==> src/rtl/serial_rx_pkg.sv <==
// Shared types and width helpers for the serial word receiver.
package serial_rx_pkg;

    typedef enum logic [2:0] {
        IDLE,
        START,
        DATA,
        STOP,
        BREAK
    } rx_state_t;

    function automatic int timer_width(input int clks_per_bit);
        return (clks_per_bit > 1) ? $clog2(clks_per_bit) : 1;
    endfunction

    function automatic int count_width(input int width);
        return (width > 0) ? $clog2(width + 1) : 1;
    endfunction

endpackage

==> src/rtl/rx_bit_timer.sv <==
// Bit-period timer: free-running up counter with clear, flagging half-bit and full-bit terminal counts.
module rx_bit_timer
    import serial_rx_pkg::*;
#(
    parameter int CLKS_PER_BIT = 4
) (
    input  logic CLK,
    input  logic Clr,
    input  logic clear,
    output logic half_done,
    output logic full_done
);

    localparam int TW = timer_width(CLKS_PER_BIT);

    logic [TW-1:0] count;

    assign half_done = (count == TW'(CLKS_PER_BIT / 2 - 1));
    assign full_done = (count == TW'(CLKS_PER_BIT - 1));

    // Wrap at the full-bit count so non-power-of-two bit times stay periodic.
    always_ff @(posedge CLK or negedge Clr) begin
        if (!Clr) begin
            count <= '0;
        end else if (clear || full_done) begin
            count <= '0;
        end else begin
            count <= count + 1'b1;
        end
    end

endmodule

==> src/rtl/serial_rx_word.sv <==
// Serial-to-parallel word receiver: LSB-first frames, mid-bit sampling, stop-bit check.
module serial_rx_word
    import serial_rx_pkg::*;
#(
    parameter int WIDTH        = 4,
    parameter int CLKS_PER_BIT = 4
) (
    input  logic             CLK,
    input  logic             Clr,
    input  logic             Ser_in,
    input  logic             Rx_en,
    output logic [WIDTH-1:0] Par_out,
    output logic             Valid,
    output logic             Frame_err,
    output logic             Busy
);

    localparam int CW = count_width(WIDTH);

    rx_state_t        state, state_next;
    logic             ser_prev;
    logic [WIDTH-1:0] shift_reg, shift_next, par_next;
    logic [CW-1:0]    bit_cnt, bit_cnt_next;
    logic             valid_next, frame_err_next;
    logic             timer_clear, half_done, full_done;

    rx_bit_timer #(
        .CLKS_PER_BIT(CLKS_PER_BIT)
    ) u_timer (
        .CLK      (CLK),
        .Clr      (Clr),
        .clear    (timer_clear),
        .half_done(half_done),
        .full_done(full_done)
    );

    assign Busy = (state != IDLE);

    always_ff @(posedge CLK or negedge Clr) begin
        if (!Clr) begin
            state     <= IDLE;
            ser_prev  <= 1'b1;
            shift_reg <= '0;
            bit_cnt   <= '0;
            Par_out   <= '0;
            Valid     <= 1'b0;
            Frame_err <= 1'b0;
        end else begin
            state     <= state_next;
            ser_prev  <= Ser_in;
            shift_reg <= shift_next;
            bit_cnt   <= bit_cnt_next;
            Par_out   <= par_next;
            Valid     <= valid_next;
            Frame_err <= frame_err_next;
        end
    end

    always_comb begin
        state_next     = state;
        shift_next     = shift_reg;
        bit_cnt_next   = bit_cnt;
        par_next       = Par_out;
        valid_next     = 1'b0;
        frame_err_next = 1'b0;
        timer_clear    = 1'b0;

        unique case (state)
            IDLE: begin
                // Holding the timer clear here means it reads 0 right after the start edge.
                timer_clear = 1'b1;
                if (ser_prev && !Ser_in && Rx_en) begin
                    state_next = START;
                end
            end
            START: begin
                if (half_done) begin
                    timer_clear  = 1'b1;
                    bit_cnt_next = '0;
                    state_next   = Ser_in ? IDLE : DATA;
                end
            end
            DATA: begin
                if (full_done) begin
                    timer_clear             = 1'b1;
                    shift_next              = shift_reg >> 1;
                    shift_next[WIDTH-1]     = Ser_in;
                    bit_cnt_next            = bit_cnt + CW'(1);
                    if (bit_cnt == CW'(WIDTH - 1)) begin
                        state_next = STOP;
                    end
                end
            end
            STOP: begin
                if (full_done) begin
                    timer_clear = 1'b1;
                    if (Ser_in) begin
                        par_next   = shift_reg;
                        valid_next = 1'b1;
                        state_next = IDLE;
                    end else begin
                        frame_err_next = 1'b1;
                        state_next     = BREAK;
                    end
                end
            end
            BREAK: begin
                timer_clear = 1'b1;
                if (Ser_in) begin
                    state_next = IDLE;
                end
            end
            default: begin
                state_next = IDLE;
            end
        endcase
    end

endmodule

==> config.mk <==
export PLATFORM = sky130hd
export DESIGN_NAME = serial_rx_word
export DESIGN_NICKNAME = d
export VERILOG_FILES = /design/src/rtl/serial_rx_pkg.sv /design/src/rtl/rx_bit_timer.sv /design/src/rtl/serial_rx_word.sv
export SDC_FILE = /design/constraint.sdc
export NUM_CORES = 1
export LEC_CHECK = 0
export ABC_AREA = 1
export BUFFER_PORTS_ARGS = -buffer_cell sky130_fd_sc_hd__buf_2
export CAP_MARGIN = 20
export CORE_ASPECT_RATIO = 1.1
export CORE_MARGIN = 2
export CORE_UTILIZATION = 49
export CTS_CLUSTER_DIAMETER = 50
export DETAILED_ROUTE_END_ITERATION = 7
export GPL_ROUTABILITY_DRIVEN = 0
export PLACE_DENSITY = 0.73
export SYNTH_ARGS = -nofsm -noshare
export SYNTH_HDL_FRONTEND = slang
export SYNTH_HIERARCHICAL = 1
export SYNTH_SLANG_ARGS = --single-unit
==> constraint.sdc <==
create_clock -name CLK -period 1.1 [get_ports CLK]
set_input_delay 0.275 -clock CLK [delete_from_list [all_inputs] [get_ports CLK]]
set_output_delay 0.275 -clock CLK [all_outputs]
set_load 0.01 [all_outputs]
==> results of run 1 <==
-- where the power goes --
part | total (mW) | switching (mW) | internal [mW]
logic | 1.26 | 0.668 | 0.591
registers | 0.958 | 0.116 | 0.843
clock network | 0.346 | 0.211 | 0.135
-- area by class of cell --
class | instances | area [um^2]
fill | 134 | 502
timing repair buffer | 33 | 249
clock buffer | 3 | 22.5
sequential | 19 | 479
inverter | 15 | 60.1
clock inverter | 1 | 5.00
tap | 18 | 22.5
multi-input combinational | 64 | 442
-- layout by cell type (no fill, tap or decap), drive strengths merged, types with 2 or more instances in the layout --
master | synthesis | layout
dfrtp | 18 | 18
o21ai | 11 | 11
nand2 | 26 | 26
buf | 2 | 32
inv | 14 | 14
ha | 4 | 4
nand3 | 7 | 7
clkbuf | 0 | 3
nor2 | 13 | 13
clkinv | 1 | 2
-- routing by layer --
| layer | global-route usage | wire (um) |
|---|---|---|
| met1 | 0.267 | 896 |
| met2 | 0.338 | 1020 |
| met3 | 0.0220 | 70 |
| met4 | 0.0735 | 8 |
| met5 | 0 | 0 |
-- cell families after synthesis --
group / after synthesis
AND/OR/NAND/NOR: 48
flip-flops: 19
buffers and inverters: 17
AO/OA/AOI/OAI: 12
adder cells (fa/ha/maj): 4
-- worst max-delay path: stages, from the launching register on --
cell and delay, ps:
dfrtp_1 440, nor2_4 150, nand2_2 70, buf_6 120
-- what timing repair did --
| action | CTS | global route |
|---|---|---|
| pin swaps | 7 | 7 |
| hold buffers | 1 | 0 |
| hold endpoints to repair | 18 | 0 |
| gates resized for setup | 18 | 8 |
| buffers inserted | 9 | 2 |
| endpoints found under the setup margin | 21 | 24 |
| cloned | 0 | 0 |
-- path summary, 6_finish.rpt --
path                                             to  slack (ps)                      from
setup / recovery                               Busy        -240      state[2]$_DFFE_PN0P_
hold / removal                   ser_prev$_DFF_PN1_         260                    Ser_in
setup reg to reg               state[1]$_DFFE_PN0P_        -200      state[2]$_DFFE_PN0P_
hold reg to reg            shift_reg[1]$_DFFE_PN0P_         500  shift_reg[1]$_DFFE_PN0P_
max in group asynchronous        ser_prev$_DFF_PN1_         330                       Clr
min in group asynchronous    bit_cnt[1]$_DFFE_PN0P_         440                       Clr
==> results.cfg, run 1 <==
[synth]
synth_flop_cell = dfrtp_1
netlist.area_leader.share = 0.486
netlist_top_cells_area = dfrtp_1, nand2_1, o21ai_2
syn_inst = 100
synth_top_family_by_area = simple AND/OR/NAND/NOR gates
synthTopCellsByCount = nand2_1, dfrtp_1, inv_1
synth_area_per_cell_um2 = 9.27
yosysMostFrequentCell = nand2_1
synth-simple-area-share = 0.248
synth_cell_types = 20
ys_warn_count = 6
netlist_area_um2 = 927
async_flop_share = 1.00
synthesis.nets = 108
synth_compound_area_frac = 0.0972
synth_top_cell_by_area = dfrtp_1
yosysSeqAreaShare = 0.514
synthMuxAreaShare = 0
synth_fa_ha_area_frac = 0.0540
synth_xor_area_frac = 0
synth_edf_count = 0
ys_ff_latch = 19

[clock_tree]
numClockSinks = 19
cts_inserted_buffers = 3
htreeDepth = 1
cts_buffer_depth = 2
tritoncts = done
clk_latency_ps = 290
clk_pin_slew_ps = 110
root_buffer = clkbuf_4

[global_routing]
grt_max_degree = 20
grt_pass1_vias = 809
grt-ovfl-total = 0
antenna_found_initial = 0
track_usage = 0.204
grt_pass1_wl_um = 3420

[layout]
fin_area_um2 = 1280
fin_cells = 153
antennaDiodeCount = 0
final_nets = 144
fin_util = 0.718
drive_gt1_frac = 0.556
area_delta_synth_final_pct = 38.1

[timing]
tns_ps = -2090
layout_setup_ws_ps = -241
whs_ps = 256
rsz0062_at_grt = yes
finalCritPeriodShare = 1.22
tightest_slew_ps = 430
hold_viol_final = 0
max_slew_margin = 0.713
fmaxAchievable_mhz = 746
layout_min_cycle_time_ps = 1340
finClkSkew_ps = 2.27
maxSlewViolCount = 0
setup_viol = 20

[outcome]
violations = negative setup slack
status = complete, but fails checks

[critical_path]
crit_type = register to primary output
worstRegToRegCells = 9
cp-start-kind = register
cp_data_arrival_time_ps = 1070
endpoint_kind = primary output
crit_required_ps = 820
cp_max_fo = 2

[route]
wirelength_um = 2000
vias_per_cell = 5.04
wl_per_cell_um = 13.1
drt-initial-drc-count = 19
drc_errors = 0
ant_nets = 0
dr.pass1.iters = 4
num_vias = 771

[place]
portBuffers = 10
placed_cells = 137
dp_slack_ps = -116
placed_cell_area_um2 = 1070
hpwl_um = 1270

[pwr]
p_total_mw = 2.56
p_leak_nw = 0.648
ir_drop_v = 0.00107
powerDensity_nw_per_um2 = 2000

[die]
num_rows = 16
die_h_um = 49.6
die-area_um2 = 2260
die_w_um = 45.5
core_area_um2 = 1780
ios = 11
initial_utilization = 0.520

[min_path]
min_path_cells = 2
hold_path.class = primary input to register

[run]
max_cap_violations = 0
Power figures use the tool's default switching activity.
==> run 2, diff against run 1 <==
--- a/config.mk
+++ b/config.mk
@@ -17,5 +17,4 @@
 export PLACE_DENSITY = 0.73
 export SYNTH_ARGS = -nofsm -noshare
 export SYNTH_HDL_FRONTEND = slang
-export SYNTH_HIERARCHICAL = 1
 export SYNTH_SLANG_ARGS = --single-unit
==> run 2 against run 1 <==
Net effect:
- the run still ends with negative setup slack left
- final cell count shrank 7.8%
- critical path depth stayed put
- synthesized cell count down 5.0%
- fmax increased by 2.3%
- cell area is 7.9% lower
- die area is 4.7% lower
- power decreased by 5.8%
- count of clock-buffer cells in the layout did not move
- non-clock buffer count fell by 8
- core utilization decreased by 4.2 points
==> results.cfg, run 2 <==
[synth]
syn_inst = 95
synth_top_cell_by_area = dfrtp_1
synthesis.nets = 103
synthTopCellsByCount = nand2_1, dfrtp_1, inv_1
synth_cell_types = 19
yosysMostFrequentCell = nand2_1
ys_warn_count = 0
ys_ff_latch = 19
synth_area_per_cell_um2 = 9.26
synth_flop_cell = dfrtp_1
synth_edf_count = 0
netlist_top_cells_area = dfrtp_1, nand2_1, ha_1
yosysSeqAreaShare = 0.542
async_flop_share = 1.00
netlist_area_um2 = 880
netlist.area_leader.share = 0.512

[route]
drt-initial-drc-count = 16
wl_per_cell_um = 12.8
vias_per_cell = 5.07
dr.pass1.iters = 3
drc_errors = 0
wirelength_um = 1810
ant_nets = 0
num_vias = 715

[timing]
finClkSkew_ps = 2.97
fmaxAchievable_mhz = 763
layout_setup_ws_ps = -211
rsz0062_at_grt = yes
maxSlewViolCount = 0
finalCritPeriodShare = 1.19
max_slew_margin = 0.716
tightest_slew_ps = 426
setup_viol = 19
layout_min_cycle_time_ps = 1310
hold_viol_final = 0

[die]
die_w_um = 44.4
core_area_um2 = 1740
die-area_um2 = 2150
num_rows = 16
ios = 11
initial_utilization = 0.505
die_h_um = 48.4

[critical_path]
cp_max_fo = 2
cp-start-kind = register
crit_chain = nor2_4, nand2_2, buf_6
slowest_stage = dfrtp_2
endpoint_kind = primary output
cp_data_arrival_time_ps = 1040
slowest_delay_ps = 440
crit_type = register to primary output
crit_required_ps = 820

[global_routing]
antenna_found_initial = 0
globalRouteMet1Util = 0.239
grt-ovfl-total = 0
grt_busiest_layer = met2
grt_use_met3 = 0.0224
track_usage = 0.186
grt_pass1_wl_um = 2990
grt_max_degree = 20
grt_pass1_vias = 715
globalRouteMet2Util = 0.319

[clock_tree]
tritoncts = done
cts_inserted_buffers = 3
cts_buffer_depth = 2
clk_pin_slew_ps = 110
clk_latency_ps = 290
root_buffer = clkbuf_4
htreeDepth = 1
numClockSinks = 19

[layout]
final_common_cell = nand2_1
fin_area_um2 = 1180
fill_cells = 145
area_delta_synth_final_pct = 34.0
final_cell_mix = nand2_1, dfrtp_1, buf_4
drive_gt1_frac = 0.504
final_nets = 132
antennaDiodeCount = 0

[min_path]
hold_path.class = primary input to register

[pwr]
p_leak_nw = 0.587
powerDensity_nw_per_um2 = 2050
p_total_mw = 2.41
ir_drop_v = 0.00130

[run]
max_cap_violations = 0

[place]
hpwl_um = 1200
portBuffers = 10
placed_cell_area_um2 = 1010

[outcome]
status = complete, but fails checks
violations = negative setup slack
## run 2: cell types whose count changed after synthesis, sizes merged
cell,previous run,this run
inv,14,12
nand2,26,25
nand3,7,6
buf,2,1
## run 2: repair_timing
item,4_1_cts,5_1_grt
endpoints found under the hold margin,18,0
setup buffers,5,2
setup endpoints to repair,18,23
pin swaps,2,5
gates resized for setup,10,14
hold buffers,1,0
## run 2: kinds of logic (layout without fill, tap and decap cells)
family,count (synthesis),in the layout,synth area share
buffers and inverters,14,42,0.0654
adder cells (fa/ha/maj),4,4,0.0569
AO/OA/AOI/OAI,12,12,0.0981
flip-flops,19,19,0.542
AND/OR/NAND/NOR,46,46,0.238
## run 2: power by group
| group | switching (mW) | leakage [nW] | internal, mW |
|---|---|---|---|
| Clock | 0.216 | 0.0177 | 0.135 |
| Sequential | 0.118 | 0.248 | 0.845 |
| Combinational | 0.612 | 0.322 | 0.488 |
## run 2: worst max-delay path, delay by kind of cell (launching register included)
| family | cells | cell delay (ps) |
|---|---|---|
| buffers and inverters | 1 | 120 |
| flip-flops | 1 | 440 |
| AND/OR/NAND/NOR | 2 | 180 |
## run 2: layout make-up
class	count	area, um^2	share of cell area
Sequential cell	19	480	0.408
Multi-Input combinational cell	62	420	0.357
Timing Repair Buffer	25	175	0.149
Inverter	13	52.6	0.0446
Clock buffer	3	22.5	0.0191
Tap cell	18	22.5	0.0191
Clock inverter	1	5.00	0.00425
## run 2: worst paths after layout
check / from / endpoint / slack [ps] / cells past startpoint
max: state[1]$_DFFE_PN0P_ / Busy / -210 / 3
min: Ser_in / ser_prev$_DFF_PN1_ / 240 / 2
max reg2reg: u_timer.count[1]$_DFF_PN0_ / bit_cnt[0]$_DFFE_PN0P_ / -170 / 7
min reg2reg: shift_reg[0]$_DFFE_PN0P_ / Par_out[0]$_DFFE_PN0P_ / 500 / 2
max in group asynchronous: Clr / ser_prev$_DFF_PN1_ / 310 / 2
min in group asynchronous: Clr / u_timer.count[1]$_DFF_PN0_ / 460 / 2
## run 2: per-stage QoR
stage	setup slack, ps	TNS (ps)	hold WS [ps]	std cells	util
after detailed placement	-116	-1010	242	129	0.578
after CTS	-223	-2220	229	139	0.642
final	-211	-1950	235	141	0.677
after global placement	-80.2	-757	222	129	0.578
after global routing	-257	-3170	231	141	0.677
after floorplan	-8.21	-15.8	-20.6	95	-
## run 2: metal layers
layer,vias up,routed length (um)
met4,0,0
li1,352,-
met2,9,948
met1,354,817
met3,0,45
met5,-,0
